File: src/rtl/audio_nios_pkg.sv
// Shared definitions for the audio NIOS sample reader.
//   rd_state_e     : reader FSM state encoding (IDLE, RUN, DRAIN)
//   FIFO_DEPTH_DEF : default depth of the sample output buffer
package audio_nios_pkg;

  localparam int FIFO_DEPTH_DEF = 4;

  typedef enum logic [1:0] {
    IDLE  = 2'd0,
    RUN   = 2'd1,
    DRAIN = 2'd2
  } rd_state_e;

endpackage

File: src/rtl/audio_nios_sample_fifo.sv
// Synchronous show-ahead FIFO used as the sample output buffer.
//   clk, reset_n : clock, asynchronous active-low reset (pointers/count only)
//   flush        : empties the buffer; takes priority over write and read
//   wr_en/wr_data: push one word (ignored when full)
//   rd_en        : pop the head word (ignored when empty)
//   rd_data      : current head word, valid whenever empty is low
//   empty, count : occupancy status
module audio_nios_sample_fifo #(
  parameter int DATA_W = 32,
  parameter int DEPTH  = 4
) (
  input  logic                     clk,
  input  logic                     reset_n,
  input  logic                     flush,
  input  logic                     wr_en,
  input  logic [DATA_W-1:0]        wr_data,
  input  logic                     rd_en,
  output logic [DATA_W-1:0]        rd_data,
  output logic                     empty,
  output logic [$clog2(DEPTH):0]   count
);

  localparam int PTR_W = $clog2(DEPTH);
  localparam logic [PTR_W:0] DEPTH_L = (PTR_W+1)'(DEPTH);

  logic [DATA_W-1:0] mem [DEPTH];
  logic [PTR_W-1:0]  wr_ptr, rd_ptr;
  logic              full, wr_ok, rd_ok;

  assign empty   = (count == '0);
  assign full    = (count == DEPTH_L);
  assign wr_ok   = wr_en && !full && !flush;
  assign rd_ok   = rd_en && !empty && !flush;
  assign rd_data = mem[rd_ptr];

  // Storage is data only and is never reset.
  always_ff @(posedge clk) begin
    if (wr_ok) mem[wr_ptr] <= wr_data;
  end

  always_ff @(posedge clk or negedge reset_n) begin
    if (!reset_n) begin
      wr_ptr <= '0;
      rd_ptr <= '0;
      count  <= '0;
    end else if (flush) begin
      wr_ptr <= '0;
      rd_ptr <= '0;
      count  <= '0;
    end else begin
      if (wr_ok) wr_ptr <= wr_ptr + PTR_W'(1);
      if (rd_ok) rd_ptr <= rd_ptr + PTR_W'(1);
      case ({wr_ok, rd_ok})
        2'b10:   count <= count + (PTR_W+1)'(1);
        2'b01:   count <= count - (PTR_W+1)'(1);
        default: count <= count;
      endcase
    end
  end

endmodule

File: src/rtl/audio_nios_sample_reader.sv
// Reads a block of words from on-chip memory over an Avalon-MM master port
// (fixed 1-cycle read latency, no waitrequest) and streams them out as
// audio samples through a small show-ahead buffer with valid/ready flow control.
//   start/stop          : one-cycle control pulses (stop wins when both high)
//   base_addr/length    : block to read, loop_en restarts at base_addr forever
//   busy/done           : busy in RUN/DRAIN, done pulses at non-looping completion
//   avm_*               : memory master command and read data
//   smp_data/valid/ready: sample stream to the codec path
module audio_nios_sample_reader
  import audio_nios_pkg::*;
#(
  parameter int ADDR_W     = 16,
  parameter int DATA_W     = 32,
  parameter int FIFO_DEPTH = FIFO_DEPTH_DEF
) (
  input  logic              clk,
  input  logic              reset_n,
  input  logic              start,
  input  logic              stop,
  input  logic [ADDR_W-1:0] base_addr,
  input  logic [ADDR_W-1:0] length,
  input  logic              loop_en,
  output logic              busy,
  output logic              done,
  output logic [ADDR_W-1:0] avm_address,
  output logic              avm_chipselect,
  output logic              avm_read,
  output logic              avm_write,
  output logic [3:0]        avm_byteenable,
  output logic              avm_clken,
  input  logic [DATA_W-1:0] avm_readdata,
  output logic [DATA_W-1:0] smp_data,
  output logic              smp_valid,
  input  logic              smp_ready
);

  localparam int CNT_W = $clog2(FIFO_DEPTH) + 1;
  localparam logic [CNT_W:0] DEPTH_L = (CNT_W+1)'(FIFO_DEPTH);

  rd_state_e         state, state_nxt;
  logic              done_q, done_nxt;
  logic [ADDR_W-1:0] ptr, base_q, len_q, issue_left, accept_left;
  logic              loop_q;
  logic              rd_vld_p1;
  logic [CNT_W-1:0]  fifo_count;
  logic [CNT_W:0]    occupancy;
  logic              fifo_empty, fifo_wr, fifo_flush;
  logic              start_ok, rd_issue, xfer, last_accept;

  assign start_ok  = start && !stop;
  assign xfer      = smp_valid && smp_ready;
  // Words already buffered plus the one still in the memory pipeline must
  // leave room, so the buffer can never overflow.
  assign occupancy = {1'b0, fifo_count} + {{CNT_W{1'b0}}, rd_vld_p1};
  assign rd_issue  = (state == RUN) && !stop && (issue_left != '0) &&
                     (occupancy < DEPTH_L);
  assign last_accept = xfer && !loop_q && (accept_left == ADDR_W'(1));

  // A stop flushes on the same edge so smp_valid is low throughout DRAIN;
  // any word returned by memory while stopping or draining is dropped.
  assign fifo_flush = ((state == RUN) && stop) || (state == DRAIN);
  assign fifo_wr    = rd_vld_p1 && (state == RUN) && !stop;

  assign avm_address    = ptr;
  assign avm_chipselect = rd_issue;
  assign avm_read       = rd_issue;
  assign avm_write      = 1'b0;
  assign avm_byteenable = 4'hF;
  assign avm_clken      = 1'b1;
  assign busy           = (state != IDLE);
  assign done           = done_q;
  assign smp_valid      = !fifo_empty;

  always_comb begin
    state_nxt = state;
    done_nxt  = 1'b0;
    case (state)
      IDLE: begin
        if (start_ok) begin
          if (length == '0) done_nxt  = 1'b1;
          else              state_nxt = RUN;
        end
      end
      RUN: begin
        if (stop) begin
          state_nxt = DRAIN;
        end else if (last_accept) begin
          done_nxt  = 1'b1;
          state_nxt = IDLE;
        end
      end
      DRAIN:   state_nxt = IDLE;
      default: state_nxt = IDLE;
    endcase
  end

  always_ff @(posedge clk or negedge reset_n) begin
    if (!reset_n) begin
      state  <= IDLE;
      done_q <= 1'b0;
    end else begin
      state  <= state_nxt;
      done_q <= done_nxt;
    end
  end

  // Address/count bookkeeping; the last issued word either reloads the
  // block (looping) or exhausts issue_left.
  always_ff @(posedge clk or negedge reset_n) begin
    if (!reset_n) begin
      ptr         <= '0;
      base_q      <= '0;
      len_q       <= '0;
      issue_left  <= '0;
      accept_left <= '0;
      loop_q      <= 1'b0;
    end else if ((state == IDLE) && start_ok && (length != '0)) begin
      ptr         <= base_addr;
      base_q      <= base_addr;
      len_q       <= length;
      issue_left  <= length;
      accept_left <= length;
      loop_q      <= loop_en;
    end else begin
      if (rd_issue) begin
        if ((issue_left == ADDR_W'(1)) && loop_q) begin
          ptr        <= base_q;
          issue_left <= len_q;
        end else begin
          ptr        <= ptr + ADDR_W'(1);
          issue_left <= issue_left - ADDR_W'(1);
        end
      end
      if (xfer && (state == RUN) && !loop_q) accept_left <= accept_left - ADDR_W'(1);
    end
  end

  // ---- p0 -> p1: read issued, data returns from memory next cycle ----
  always_ff @(posedge clk or negedge reset_n) begin
    if (!reset_n) rd_vld_p1 <= 1'b0;
    else          rd_vld_p1 <= rd_issue;
  end

  // ---- p1 -> buffer: returned word captured into the output FIFO ----
  audio_nios_sample_fifo #(
    .DATA_W (DATA_W),
    .DEPTH  (FIFO_DEPTH)
  ) u_fifo (
    .clk     (clk),
    .reset_n (reset_n),
    .flush   (fifo_flush),
    .wr_en   (fifo_wr),
    .wr_data (avm_readdata),
    .rd_en   (xfer),
    .rd_data (smp_data),
    .empty   (fifo_empty),
    .count   (fifo_count)
  );

endmodule

File: config.mk
export PLATFORM = sky130hd
export DESIGN_NAME = audio_nios_sample_reader
export DESIGN_NICKNAME = d
export VERILOG_FILES = /design/src/rtl/audio_nios_pkg.sv /design/src/rtl/audio_nios_sample_fifo.sv /design/src/rtl/audio_nios_sample_reader.sv
export SDC_FILE = /design/constraint.sdc
export NUM_CORES = 1
export LEC_CHECK = 0
export ABC_AREA = 1
export BUFFER_PORTS_ARGS = -buffer_cell sky130_fd_sc_hd__buf_2
export CORE_ASPECT_RATIO = 0.7
export CORE_MARGIN = 2
export CORE_UTILIZATION = 58
export DETAILED_ROUTE_END_ITERATION = 12
export PLACE_DENSITY = 0.79
export SLEW_MARGIN = 10
export SYNTH_ARGS = -nofsm -noshare
export SYNTH_HDL_FRONTEND = slang
export SYNTH_SLANG_ARGS = --single-unit
File: constraint.sdc
create_clock -name clk -period 3.8 [get_ports clk]
set_input_delay 0.19 -clock clk [delete_from_list [all_inputs] [get_ports clk]]
set_output_delay 0.19 -clock clk [all_outputs]
set_load 0.01 [all_outputs]
After elaboration in Yosys (flattened, before gate mapping)
Memories as Yosys holds them, arrays and structs flattened.
Cells that the tools add are included.
Word-level totals
  output and inout bits: 59
  bits of input ports: 70
  memories kept: 1
  RAM bits: 128
  word-level logic and storage cells: 95
  register bits after elaboration: 92
Operators by class
  order comparisons: 1
  add/subtract/negate cells: 8
  muxes and demuxes: 26
  reduce and logical (&&, ||, !) cells: 37
  eq/ne operators: 10
Memories
  u_fifo.mem: depth 4, width 32, read ports 1, clocked after Yosys merged registers in 0, write ports 1, line audio_nios_sample_fifo.sv:26  | logic [DATA_W-1:0] mem [DEPTH];
Operator list (count)
  $mux 16: 8
  $eq 16x1->1 const B: 2
  $reduce_bool 16->1: 2
  $sub 16x1->16 const B: 2
  $logic_and 1x1->1: 19
  $add 16x1->16 const B: 1
  $logic_not 16->1: 1
  $mux 2: 8
  $reduce_bool 2->1: 5
  $mux 1: 6
  $pmux 3 s2: 1
  $logic_not 1->1: 5
  $add 2x1->2 const B: 2
  $add 3x1->4: 1
  $eq 2x1->1 const B: 2
  $eq 2x2->1 const B: 2
  $lt 4x3->1 const B: 1
  $ne 2x2->1 const B: 2
  $pmux 2 s2: 1
  $add 3x1->3 const B: 1
  $eq 3x3->1 const B: 1
  $logic_not 3->1: 1
  $mux 3: 1
  $ne 3x3->1 const B: 1
  other kinds (6): 6

Longest topological paths before layout
Gate-level depths: netlist of run 1.
  depth after elaboration: 8
  mapped depth: 12
  gate-level depth less buffers: 12

Hierarchy
A second synthesis of run 1 with hierarchy kept.
Unflattened totals
  cell total of the unflattened synthesis: 1151
  area, all modules: 10505.1 µm²
Modules (own cells, without submodules)
  audio_nios_sample_reader: sequential area each 2127.0 µm², area an instance 5257.5 µm², times used 1, cells each 777
  audio_nios_sample_fifo: sequential area each 4018.9 µm², area an instance 5247.5 µm², times used 1, cells each 374

Worst setup path before layout of run 1
OpenSTA, ideal clock, no wires.
  path kind: register -> register
  from: register state[1]
  to: memory u_fifo.mem[0][0], enable pin
  cell stages (with the launch flop): 6
  library setup time: 421 ps
  clock period less this slack: 2683 ps
  buffers on the path: 0
  arrival time: 2261 ps
  setup slack: 1117 ps
  required time: 3379 ps
  path through: dfrtp_1 > inv_1 > nand2_1 > nor2_1 > nand3_1 > nor2_1
On the way
  word-level cells in the longest chain between the ends: 7
  elaborated cells on any way between the ends: 11
  classes of those cells: eq/ne (2); mux (2); reduce/logical (7)
Ends and longest elaborated chain
  start, declared: line audio_nios_sample_reader.sv:40  | rd_state_e state, state_nxt;
  start signal, assigned: line audio_nios_sample_reader.sv:102  | state <= state_nxt;
  $eq 2x1->1: line audio_nios_sample_reader.sv:61, audio_nios_sample_reader.sv:62
  $logic_and 1x1->1, on equally long branches: line audio_nios_sample_reader.sv:62, audio_nios_sample_reader.sv:61
  $logic_and 1x1->1 / $logic_or 1x1->1 (equally long branches): line audio_nios_sample_reader.sv:62, audio_nios_sample_reader.sv:61
  $logic_and 1x1->1 / $logic_not 1->1 (equally long branches): line audio_nios_sample_fifo.sv:32  | assign wr_ok = wr_en && !full && !flush;
  $logic_and 1x1->1 *: line audio_nios_sample_fifo.sv:32
  $mux 1 *: line audio_nios_sample_fifo.sv:38  | if (wr_ok) mem[wr_ptr] <= wr_data;
  $mux 1 (not written as such) *: line audio_nios_sample_fifo.sv:38
  end, declared: line audio_nios_sample_fifo.sv:26
Every way passes the cells marked *; elsewhere a longest branch is shown, timed or not.

Worst setup path after layout of run 1
  from: input length[8]
  to: register accept_left[14]
On the way
  word-level cells in the longest chain between the ends: 3
  elaborated cells on any way between the ends: 4
  classes of those cells: mux (1); reduce/logical (3)
Ends and longest elaborated chain
  start, declared: line audio_nios_sample_reader.sv:21  | input logic [ADDR_W-1:0] length,
  $reduce_bool 16->1 *: line audio_nios_sample_reader.sv:117  | end else if ((state == IDLE) && start_ok && (length != '0)) begin
  $logic_and 1x1->1 *: line audio_nios_sample_reader.sv:117
  $mux 16 / $reduce_bool 2->1 (equally long branches)
  end signal, assigned: line audio_nios_sample_reader.sv:122  | accept_left <= length;
  end signal, assigned: line audio_nios_sample_reader.sv:134  | if (xfer && (state == RUN) && !loop_q) accept_left <= accept_left - ADDR_W'(1);
  end, declared: line audio_nios_sample_reader.sv:42  | logic [ADDR_W-1:0] ptr, base_q, len_q, issue_left, accept_left;
Marks and branches as above.
A chain may end at the register's enable or synchronous reset.

==> metrics.md, run 1 <==
| Metric | Value |
|---|---|
| Nets | `about 1,400` |
| Crit Path Class | `in -> reg` |
| Worst-path fanout max | `44` |
| Placed instance area | `0.0111 mm^2` |
| Critical path arrival | `3.33 ns` |
| Initial antenna violation count | `0` |
| Pint | `4.97 mW` |
| H-tree depth | `1` |
| FFs w/ async S/R, synth | `0.418` |
| RSZ-0062 raised after global routing | `false` |
| Area of the multi-input gates | `0.00355 mm^2` |
| Crit path max-delay cell type | `dlygate4sd3_1` |
| Share of layout cells above drive strength 1 | `0.142` |
| Die Width | `164 um` |
| Starting Density | `0.597` |
| Dpl hpwl | `between 15 and 20 mm` |
| DR DRC count | `0` |
| Critical path's largest stage delay | `0.52 ns` |
| Commonest non-fill, non-tap cell in the layout | `nand2_1` |
| Setup skew after layout | `~0.014 ns` |
| Worst VDD drop | `0.447 mV` |
| Antenna Cells | `0` |
| Worst Path Required | `4.23 ns` |
| Placed insts | `1,443` |
| Global Route Usage Sum | `0.265` |
| Setup Viol. Count Final | `0` |
| Worst skew pair latency | `0.50 ns` |
| Power Density | `648 mW/mm^2` |
| Wirelength per Cell | `15.9 um` |
| CTS Root Cell | `clkbuf_16` |
| Pins Over Slew Limit | `0` |
| CP bufs+invs | `3` |
| DR iter-0 viols | `703` |
| Clock tree sinks | `220` |
| Port bufs | `122` |
| Most frequent cells in the layout | `nand2_1 (256), nor2_1 (166), edfxtp_1 (128), buf_2 (121), o21ai_0 (115)` |
| Clock-pin slew on the worst setup and hold paths | `0.06 ns` |
| Grt ovf | `0` |
| Post-synthesis sequential area ratio | `0.594` |
| Remaining antenna violation count after routing | `0` |
| Routability cong. | `0.890` |
| Core area | `0.0173 mm^2` |
| Routed WL | `24.4 mm` |
| Post-route cell area | `0.0122 mm^2` |
| Hold Path Class | `in -> reg` |
| Final Hold Fails | `0` |
| Post-CTS setup buffer count | `0` |
| Synth Area per Inst | `a little over 9 um^2` |
| Filler instances | `1,343` |
| Number of synthesized flops with an enable pin | `~130` |
| Pre-Repair DR Iteration Count | `7` |
| Maximum Capacitance Violations | `0` |
| Post-CTS sizing | `0` |
| Final Non-Filler Cells | `1,530` |
| Total power | `7.91 mW` |
| Max Clock Freq | `344 MHz` |
| Largest net degree at the start of global routing | `between 70 and 80` |
| CTS Buffer Depth | `3` |
| Core Util, Final | `0.705` |
| Area Growth Syn to Fin | `18.0%` |
| Vias per cell | `between 5 and 6` |
| Sequential power share | `0.408` |
| Die Height | `116 um` |
| Worst path cell trace | `dlygate4sd3_1, buf_2, nor2_1, nand2_1, nor2_1, nand2_1, nand2_2, buf_4, nand2_2, nand2_1, a21oi_1, nor2_1` |
| DIE AREA | `0.0189 mm^2` |
| Warnings from Yosys | `0` |
| Register Area | `0.00615 mm^2` |
| Slew Limit Headroom | `0.376` |
| Total CTS buffers | `21` |
| Clock power frac | `0.246` |
| Cell variety after synth | `32` |
| Hold buffer count at cts | `51` |
| CP top delay family | `simple AND/OR/NAND/NOR gates` |
| Logic pwr share | `0.346` |
| Total number of vias | `8,287` |
| Startpoint class of the critical path | `input port` |
| Top-area cell type share of the netlist area | `0.372` |
| Io pins | `roughly 130` |
| Endpoint class of the critical path | `register` |
| Psw | `2.94 mW` |
| Status | `finished, final reports clean` |
| Fin crit share | `0.764` |
| CTS tree | `done` |
| Cell count after synthesis | `1,123` |
| Via count of the first global-routing pass | `7,856` |
| Worst slew pin tran | `0.936 ns` |
| Static Leak | `5.39 nW` |
| #FFs+latches synth | `between 200 and 250` |
| Mapped Area | `0.0103 mm^2` |
| Setup TNS Final | `0 ns` |
| First-pass GRT wire length | `slightly below 40 mm` |
| Sw frac | `0.372` |
| Post-synth top flop | `edfxtp_1` |
| Std-Cell Rows | `40` |
| Leading area contributor after synthesis | `edfxtp_1` |
| Top post-synthesis cells by area | `edfxtp_1 (37%), dfrtp_1 (22%), nand2_1 (9.3%), nor2_1 (6.2%), o21ai_0 (5.6%)` |
| Period minus WS final | `2.90 ns` |
-- area by class of cell --
cell class | instances | area share
clock inverter | 11 | 0.00666
multi-input combinational | 758 | 0.291
inverter | 98 | 0.0301
clock buffer | 25 | 0.0443
sequential | 220 | 0.504
tap | 231 | 0.0237
timing repair buffer | 187 | 0.101
-- worst reg2reg max path, delay by kind of cell, from the launching register on --
family          cells  cell delay (ns)
simple gates        7             2.08
flops               1             0.42
compound gates      1             0.21
-- registers in the layout, indices dropped and copies added, names as in the netlist --
name           count
accept_left       16
avm_address       16
base_q            16
done               1
issue_left        16
len_q             16
loop_q             1
rd_vld_p1          1
state              2
u_fifo.count       3
u_fifo.mem       128
u_fifo.rd_ptr      2
u_fifo.wr_ptr      2
-- final timing paths --
check / from / slack, ns / to / cells after the start
max in group asynchronous: reset_n / 2.57 / accept_left[8] / 3
worst max-delay path: length[8] / 0.90 / accept_left[14] / 12
min in group asynchronous: reset_n / 0.39 / base_q[4] / 2
worst min-delay path: length[6] / 0.01 / len_q[6] / 3
worst max register to register: issue_left[13] / 0.97 / avm_address[2] / 8
worst min register to register: base_q[15] / 0.47 / base_q[15] / 2
-- power by group through the flow --
stage	Sequential (mW)	Combinational, mW	Clock, mW
floorplan	3.22	1.86	0
global placement	3.25	2.60	0
detailed placement	3.25	2.66	0
CTS	3.22	2.72	1.97
global route	3.28	3.12	2.07
finish	3.22	2.74	1.95
-- cell usage after synthesis (all sizes together) (4+ instances only) --
cell,instances
nand2,262
nor2,176
edfxtp,128
o21ai,117
inv,98
dfrtp,92
nand3,89
o22ai,32
buf,29
clkbuf,22
a21oi,18
nand4,13
xor2,13
ha,10
a31oi,6
nand3b,4
-- cells by family after synthesis --
kind of cell	after synthesis	synth area share
XOR/XNOR	16	0.0136
AND/OR/NAND/NOR	548	0.221
buffers and inverters	149	0.0649
AO/OA/AOI/OAI	177	0.0914
flip-flops	220	0.594
adder cells (fa/ha/maj)	11	0.0140
other	2	0.000726
-- layer usage --
metal	share of wire	track usage
met3	0.074	0.0372
met2	0.44	0.400
met1	0.47	0.410
met4	0.019	0.0667
met5	0	0
-- per-stage QoR --
| stage | setup WS [ns] | hold slack, ns |
|---|---|---|
| final | 0.896 | 0.0118 |
| after global routing | 0.654 | 0.0362 |
| after global placement | 1.09 | 0.402 |
| after floorplan | 1.12 | -0.106 |
| after CTS | 0.976 | 0.00727 |
| after detailed placement | 0.981 | 0.399 |
Power figures use the tool's default switching activity.
==> run 2, diff against run 1 <==
==> constraint.sdc (replaced) <==
create_clock -name clk -period 2.7 [get_ports clk]
set_input_delay 0.135 -clock clk [delete_from_list [all_inputs] [get_ports clk]]
set_output_delay 0.135 -clock clk [all_outputs]
set_load 0.01 [all_outputs]
==> run 2 against run 1 <==
  * Die area is the same
  * Total power grew 43%
  * Clock power is 47% higher
  * Non-clock buffer count grew 17
  * Clock-buffer cell count increased by 2
  * Sequential cell count stayed put
  * First-iteration DRC count up 5.3%
  * Register-to-register slack worse by 0.52 ns
  * Cell count grew 1.2%
  * Critical path type is now reg -> reg
==> metrics.md, run 2 (same netlist as run 1, synthesis figures left out) <==
| Metric | Value |
|---|---|
| Remaining antenna violation count after routing | `0` |
| Routability cong. | `about 0.9` |
| Logic pwr share | `0.345` |
| Worst Path Required | `between 3 and 4 ns` |
| Dpl hpwl | `15.7 mm` |
| Starting Density | `0.597` |
| Clock power frac | `0.253` |
| Nets | `1,385` |
| Sequential power share | `0.402` |
| Antenna Cells | `0` |
| Post-route cell area | `~0.012 mm^2` |
| CTS Root Cell | `clkbuf_16` |
| DR iter-0 viols | `between 700 and 800` |
| Clock-pin slew on the worst setup and hold paths | `about 0.06 ns` |
| Clock tree sinks | `220` |
| Power Density | `909 mW/mm^2` |
| Status | `finished, final reports clean` |
| Hold buffer count at cts | `62` |
| Psw | `roughly 4.2 mW` |
| Maximum Capacitance Violations | `0` |
| Static Leak | `5.50 nW` |
| Sw frac | `0.372` |
| Routed WL | `~25 mm` |
| Total CTS buffers | `22` |
| Fin crit share | `0.832` |
| Worst-path fanout max | `8` |
| Area Growth Syn to Fin | `20.3%` |
| Final setup margin | `0.455 ns` |
| CTS Buffer Depth | `3` |
| Slew Limit Headroom | `0.587` |
| Vias per cell | `5.37` |
| DIE AREA | `0.0189 mm^2` |
| Setup TNS Final | `0 ns` |
| Commonest non-fill, non-tap cell in the layout | `nand2_1` |
| Core area | `0.0173 mm^2` |
| H-tree depth | `1` |
| Io pins | `129` |
| Total number of vias | `8,325` |
| DR DRC count | `0` |
| Final Hold Fails | `0` |
| Pre-Repair DR Iteration Count | `5` |
| Setup skew after layout | `0.0198 ns` |
| Crit Path Class | `reg -> reg` |
| Endpoint class of the critical path | `register` |
| First-pass GRT wire length | `40.2 mm` |
| Die Height | `116 um` |
| Pins Over Slew Limit | `0` |
| Via count of the first global-routing pass | `7,888` |
| Total power | `11.3 mW` |
| Std-Cell Rows | `40` |
| Max FFs per register | `approximately 130` |
| Wirelength per Cell | `16.0 um` |
| Max Clock Freq | `around 450 MHz` |
| Setup Viol. Count Final | `0` |
| Die Width | `approximately 160 um` |
| Post-CTS sizing | `0` |
| Worst skew pair latency | `roughly 0.51 ns` |
| Period minus WS final | `about 2.2 ns` |
| Largest register by flop count | `u_fifo.mem` |
| Initial antenna violation count | `0` |
| Setup WS pre-CTS | `0.486 ns` |
| Placed instance area | `0.0111 mm^2` |
| Startpoint class of the critical path | `register` |
| Worst slew pin tran | `0.620 ns` |
| Hold Path Class | `in -> reg` |
| Critical path arrival | `2.68 ns` |
| RSZ-0062 raised after global routing | `false` |
| Worst VDD drop | `roughly 0.60 mV` |
| Placed insts | `roughly 1,400` |
| Pint | `around 7 mW` |
| Final Non-Filler Cells | `1,549` |
| CTS tree | `done` |
| Hold_ws | `0.0388 ns` |
| Grt ovf | `0` |
| Most frequent cells in the layout | `nand2_1 (256), nor2_1 (166), edfxtp_1 (128), buf_2 (121), o21ai_0 (115)` |
| Port bufs | `around 120` |
| Share of layout cells above drive strength 1 | `0.148` |
| Post-CTS setup buffer count | `0` |
| Filler instances | `1,302` |
| Global Route Usage Sum | `0.270` |
| Largest net degree at the start of global routing | `93` |
| Core Util, Final | `0.718` |
run 2: metal layers:
metal	part of all wire	track usage	vias to the layer above
met3	0.080	0.0440	34
li1	-	-	4109
met4	0.019	0.0632	0
met2	0.43	0.410	334
met1	0.47	0.414	3848
met5	0	0	-
run 2: power by group through the flow:
stage	Clock [mW]	Sequential, mW	Combinational (mW)
final	2.86	4.54	3.90
after detailed placement	0	4.59	3.77
after global placement	0	4.58	3.67
after floorplan	0	4.54	2.61
after global routing	3.03	4.62	4.42
after CTS	2.90	4.53	3.87
run 2: final timing paths:
check                           from         endpoint  slack, ns  cells after the start
max                         state[1]  u_fifo.count[2]       0.45                     12
min reg2reg                len_q[13]        len_q[13]       0.47                      2
max in group asynchronous    reset_n       base_q[11]       2.07                      3
min                        length[7]         len_q[7]       0.04                      3
max reg2reg                 state[1]  u_fifo.count[2]       0.45                     12
min in group asynchronous    reset_n   avm_address[1]       0.20                      3
run 2: final cells by class:
class	instances	area, um^2	share of cell area
inverter	98	368	0.0296
timing repair buffer	204	1410	0.113
tap	231	289	0.0232
clock buffer	27	611	0.0491
multi-input combinational	758	3550	0.285
clock inverter	11	66.3	0.00533
sequential	220	6150	0.494
run 2: critical path: stages, from the launching register on:
cell	delay, ns
dfrtp_1	0.38
inv_1	0.08
nand2_1	0.05
nor2_1	0.08
buf_4	0.13
nand3_1	0.26
nand3_1	0.25
inv_1	0.09
fa_1	0.38
xnor2_1	0.19
xor2_1	0.16
nand2_1	0.06
nand2_1	0.06
==> run 3, diff against run 2 <==
--- a/config.mk
+++ b/config.mk
@@ -9,9 +9,9 @@
 export BUFFER_PORTS_ARGS = -buffer_cell sky130_fd_sc_hd__buf_2
 export CORE_ASPECT_RATIO = 0.7
 export CORE_MARGIN = 2
-export CORE_UTILIZATION = 58
+export CORE_UTILIZATION = 53
 export DETAILED_ROUTE_END_ITERATION = 12
-export PLACE_DENSITY = 0.79
+export PLACE_DENSITY = 0.76
 export SLEW_MARGIN = 10
 export SYNTH_ARGS = -nofsm -noshare
 export SYNTH_HDL_FRONTEND = slang
==> constraint.sdc (replaced) <==
create_clock -name clk -period 1.95 [get_ports clk]
set_input_delay 0.0975 -clock clk [delete_from_list [all_inputs] [get_ports clk]]
set_output_delay 0.0975 -clock clk [all_outputs]
set_load 0.01 [all_outputs]
==> run 3 against run 2 <==
  * Routed wire length up 3.9%
  * Global-route usage shrank 2.1 points
  * Hold slack got worse by 0.0025 ns
  * Sequential cell count unchanged
  * Clock power up 55%
  * First-iteration DRC count increased by 12%
  * Final area increased by 4.8%
  * Critical path type unchanged
  * Via count increased by 2.3%
  * Cell count is 4.3% higher
  * Total power up 47%
  * Clock-buffer cell count grew 2
  * Fmax up 21%
==> metrics.md, run 3 (same netlist as run 1, synthesis figures left out) <==
| Metric | Value |
|---|---|
| Clock-pin slew on the worst setup and hold paths | `0.06 ns` |
| Power Density | `between 1000 and 1500 mW/mm^2` |
| Logic pwr share | `0.352` |
| Endpoint class of the critical path | `register` |
| First-pass GRT wire length | `40.5 mm` |
| CTS Root Cell | `clkbuf_16` |
| H-tree depth | `1` |
| RR Startpoint | `u_fifo.count[2]` |
| Std-Cell Rows | `42` |
| Setup Viol. Count Final | `0` |
| Clock power frac | `0.267` |
| Routability cong. | `slightly above 0.9` |
| Grt ovf | `0` |
| Worst reg2reg endpoint | `u_fifo.count[2]` |
| Remaining antenna violation count after routing | `0` |
| DR DRC count | `0` |
| Clock tree sinks | `220` |
| CTS Buffer Depth | `3` |
| Total CTS buffers | `22` |
| Die Height | `about 120 um` |
| Hold Startpoint | `smp_ready` |
| Core Util, Final | `0.686` |
| Largest net degree at the start of global routing | `between 60 and 70` |
| Core area | `0.0190 mm^2` |
| Status | `finished, final reports clean` |
| Worst skew pair latency | `approximately 0.51 ns` |
| Area Growth Syn to Fin | `26.1%` |
| Startpoint class of the critical path | `register` |
| Worst Path Required | `2.34 ns` |
| Initial antenna violation count | `0` |
| Pre-Repair DR Iteration Count | `5` |
| Worst VDD drop | `0.972 mV` |
| Commonest non-fill, non-tap cell in the layout | `nand2_1` |
| Fin crit share | `0.953` |
| Total number of vias | `8,519` |
| Setup skew after layout | `0.0146 ns` |
| Largest register by flop count | `u_fifo.mem` |
| RSZ-0062 raised after global routing | `true` |
| Final Hold Fails | `0` |
| Maximum Capacitance Violations | `0` |
| Critical path arrival | `2.25 ns` |
| DR iter-0 viols | `826` |
| Global Route Usage Sum | `0.249` |
| Vias per cell | `5.27` |
| Die Width | `171 um` |
| DIE AREA | `~0.021 mm^2` |
| Period minus WS final | `between 1.5 and 2 ns` |
| Via count of the first global-routing pass | `7,861` |
| Routed WL | `between 20 and 30 mm` |
| Crit Path Class | `reg -> reg` |
| Io pins | `around 130` |
| Total power | `16.6 mW` |
| Hold Path Class | `in -> reg` |
| Max FFs per register | `128` |
| Most frequent cells in the layout | `nand2_1 (250), nor2_1 (160), edfxtp_1 (128), buf_2 (119), o21ai_0 (114)` |
| Sw frac | `0.365` |
| Worst-path fanout max | `4` |
| Psw | `just over 6 mW` |
| Hold Crit Depth | `5` |
| Depth of the most critical reg-to-reg path | `11` |
| Pins Over Slew Limit | `0` |
| Nets | `1,417` |
| Antenna Cells | `0` |
| Sequential power share | `0.381` |
| Worst reg2reg setup slack | `slightly above 0.09 ns` |
| Worst-case hold path end point | `u_fifo.rd_ptr[1]` |
| Max Clock Freq | `approximately 540 MHz` |
| Pint | `10.5 mW` |
| Dpl hpwl | `roughly 16 mm` |
| Starting Density | `0.544` |
| CTS tree | `done` |
| Share of layout cells above drive strength 1 | `0.185` |
| Static Leak | `5.74 nW` |
| Wirelength per Cell | `around 16 um` |
| Port bufs | `between 100 and 150` |
-- run 3: cell count changes in the layout (fill, tap and decap cells not counted), sizes merged --
| cell | change |
|---|---|
| dlygate4sd3 | +2 |
| clkbuf | +3 |
| clkinv | -8 |
| buf | +29 |
| inv | +2 |
| bufinv | +3 |
| clkinvlp | +3 |
-- run 3: worst max path at each step --
stage	startpoint	endpoint
2_1_floorplan	state[1]	u_fifo.mem[0][0]
3_3_place_gp	state[0]	u_fifo.count[2]
3_5_place_dp	state[0]	u_fifo.count[2]
4_1_cts	issue_left[9]	avm_read
5_1_grt	state[0]	u_fifo.count[2]
6_report	u_fifo.count[2]	u_fifo.count[2]
-- run 3: power groups by stage --
stage          Clock (mW)  Sequential (mW)  Combinational [mW]
4_1_cts              4.48             6.28                5.61
3_3_place_gp            0             6.33                5.31
3_5_place_dp            0             6.36                5.45
6_report             4.43             6.33                5.84
2_1_floorplan           0             6.28                3.62
5_1_grt              4.69             6.43                6.56
-- run 3: through the flow --
step	setup TNS [ns]	hold slack, ns	instances	cell area [um^2]	setup slack (ns)
after global routing	-0.0643	0.0561	1616	13000	-0.0541
after CTS	-0.00455	0.00955	1606	12900	-0.00455
final	0	0.0363	1616	13000	0.0910
after floorplan	-17.70	-0.198	1127	10400	-0.138
after detailed placement	0	0.0429	1502	11500	0.0146
after global placement	0	0.0401	1502	11500	0.117
-- run 3: area by class of cell --
| cell class | count | area [um^2] |
|---|---|---|
| clock inverters | 11 | 146 |
| flip-flops and latches | 220 | 6150 |
| well taps | 264 | 330 |
| multi-input cells | 758 | 3640 |
| fillers | 1463 | 5980 |
| inverters | 98 | 370 |
| repair buffers | 236 | 1800 |
| clock buffers | 29 | 608 |
-- run 3: layer usage --
metal | global-route usage | vias to the layer above | wire, um
met5 | 0 | - | 0
met4 | 0.0609 | 0 | 579
met3 | 0.0453 | 49 | 2120
met2 | 0.364 | 347 | 11000
met1 | 0.385 | 3961 | 12000
li1 | - | 4162 | -
-- run 3: what timing repair did --
item,CTS,global route
gates resized for setup,3,29
endpoints found under the hold margin,274,0
cloned,0,1
setup endpoints to repair,3,34
pin swaps,2,7
hold buffers,64,0
setup buffers,0,9
-- run 3: worst max-delay path, stage by stage (launching register included) --
cell and delay (ns):
dfrtp_2 0.44, inv_1 0.12, nand3_2 0.11, nand2_2 0.10, inv_1 0.07, nand3_2 0.08, inv_1 0.06, fa_2 0.36
xnor2_2 0.15, xor2_1 0.14, nand2_1 0.06, nand2_1 0.05
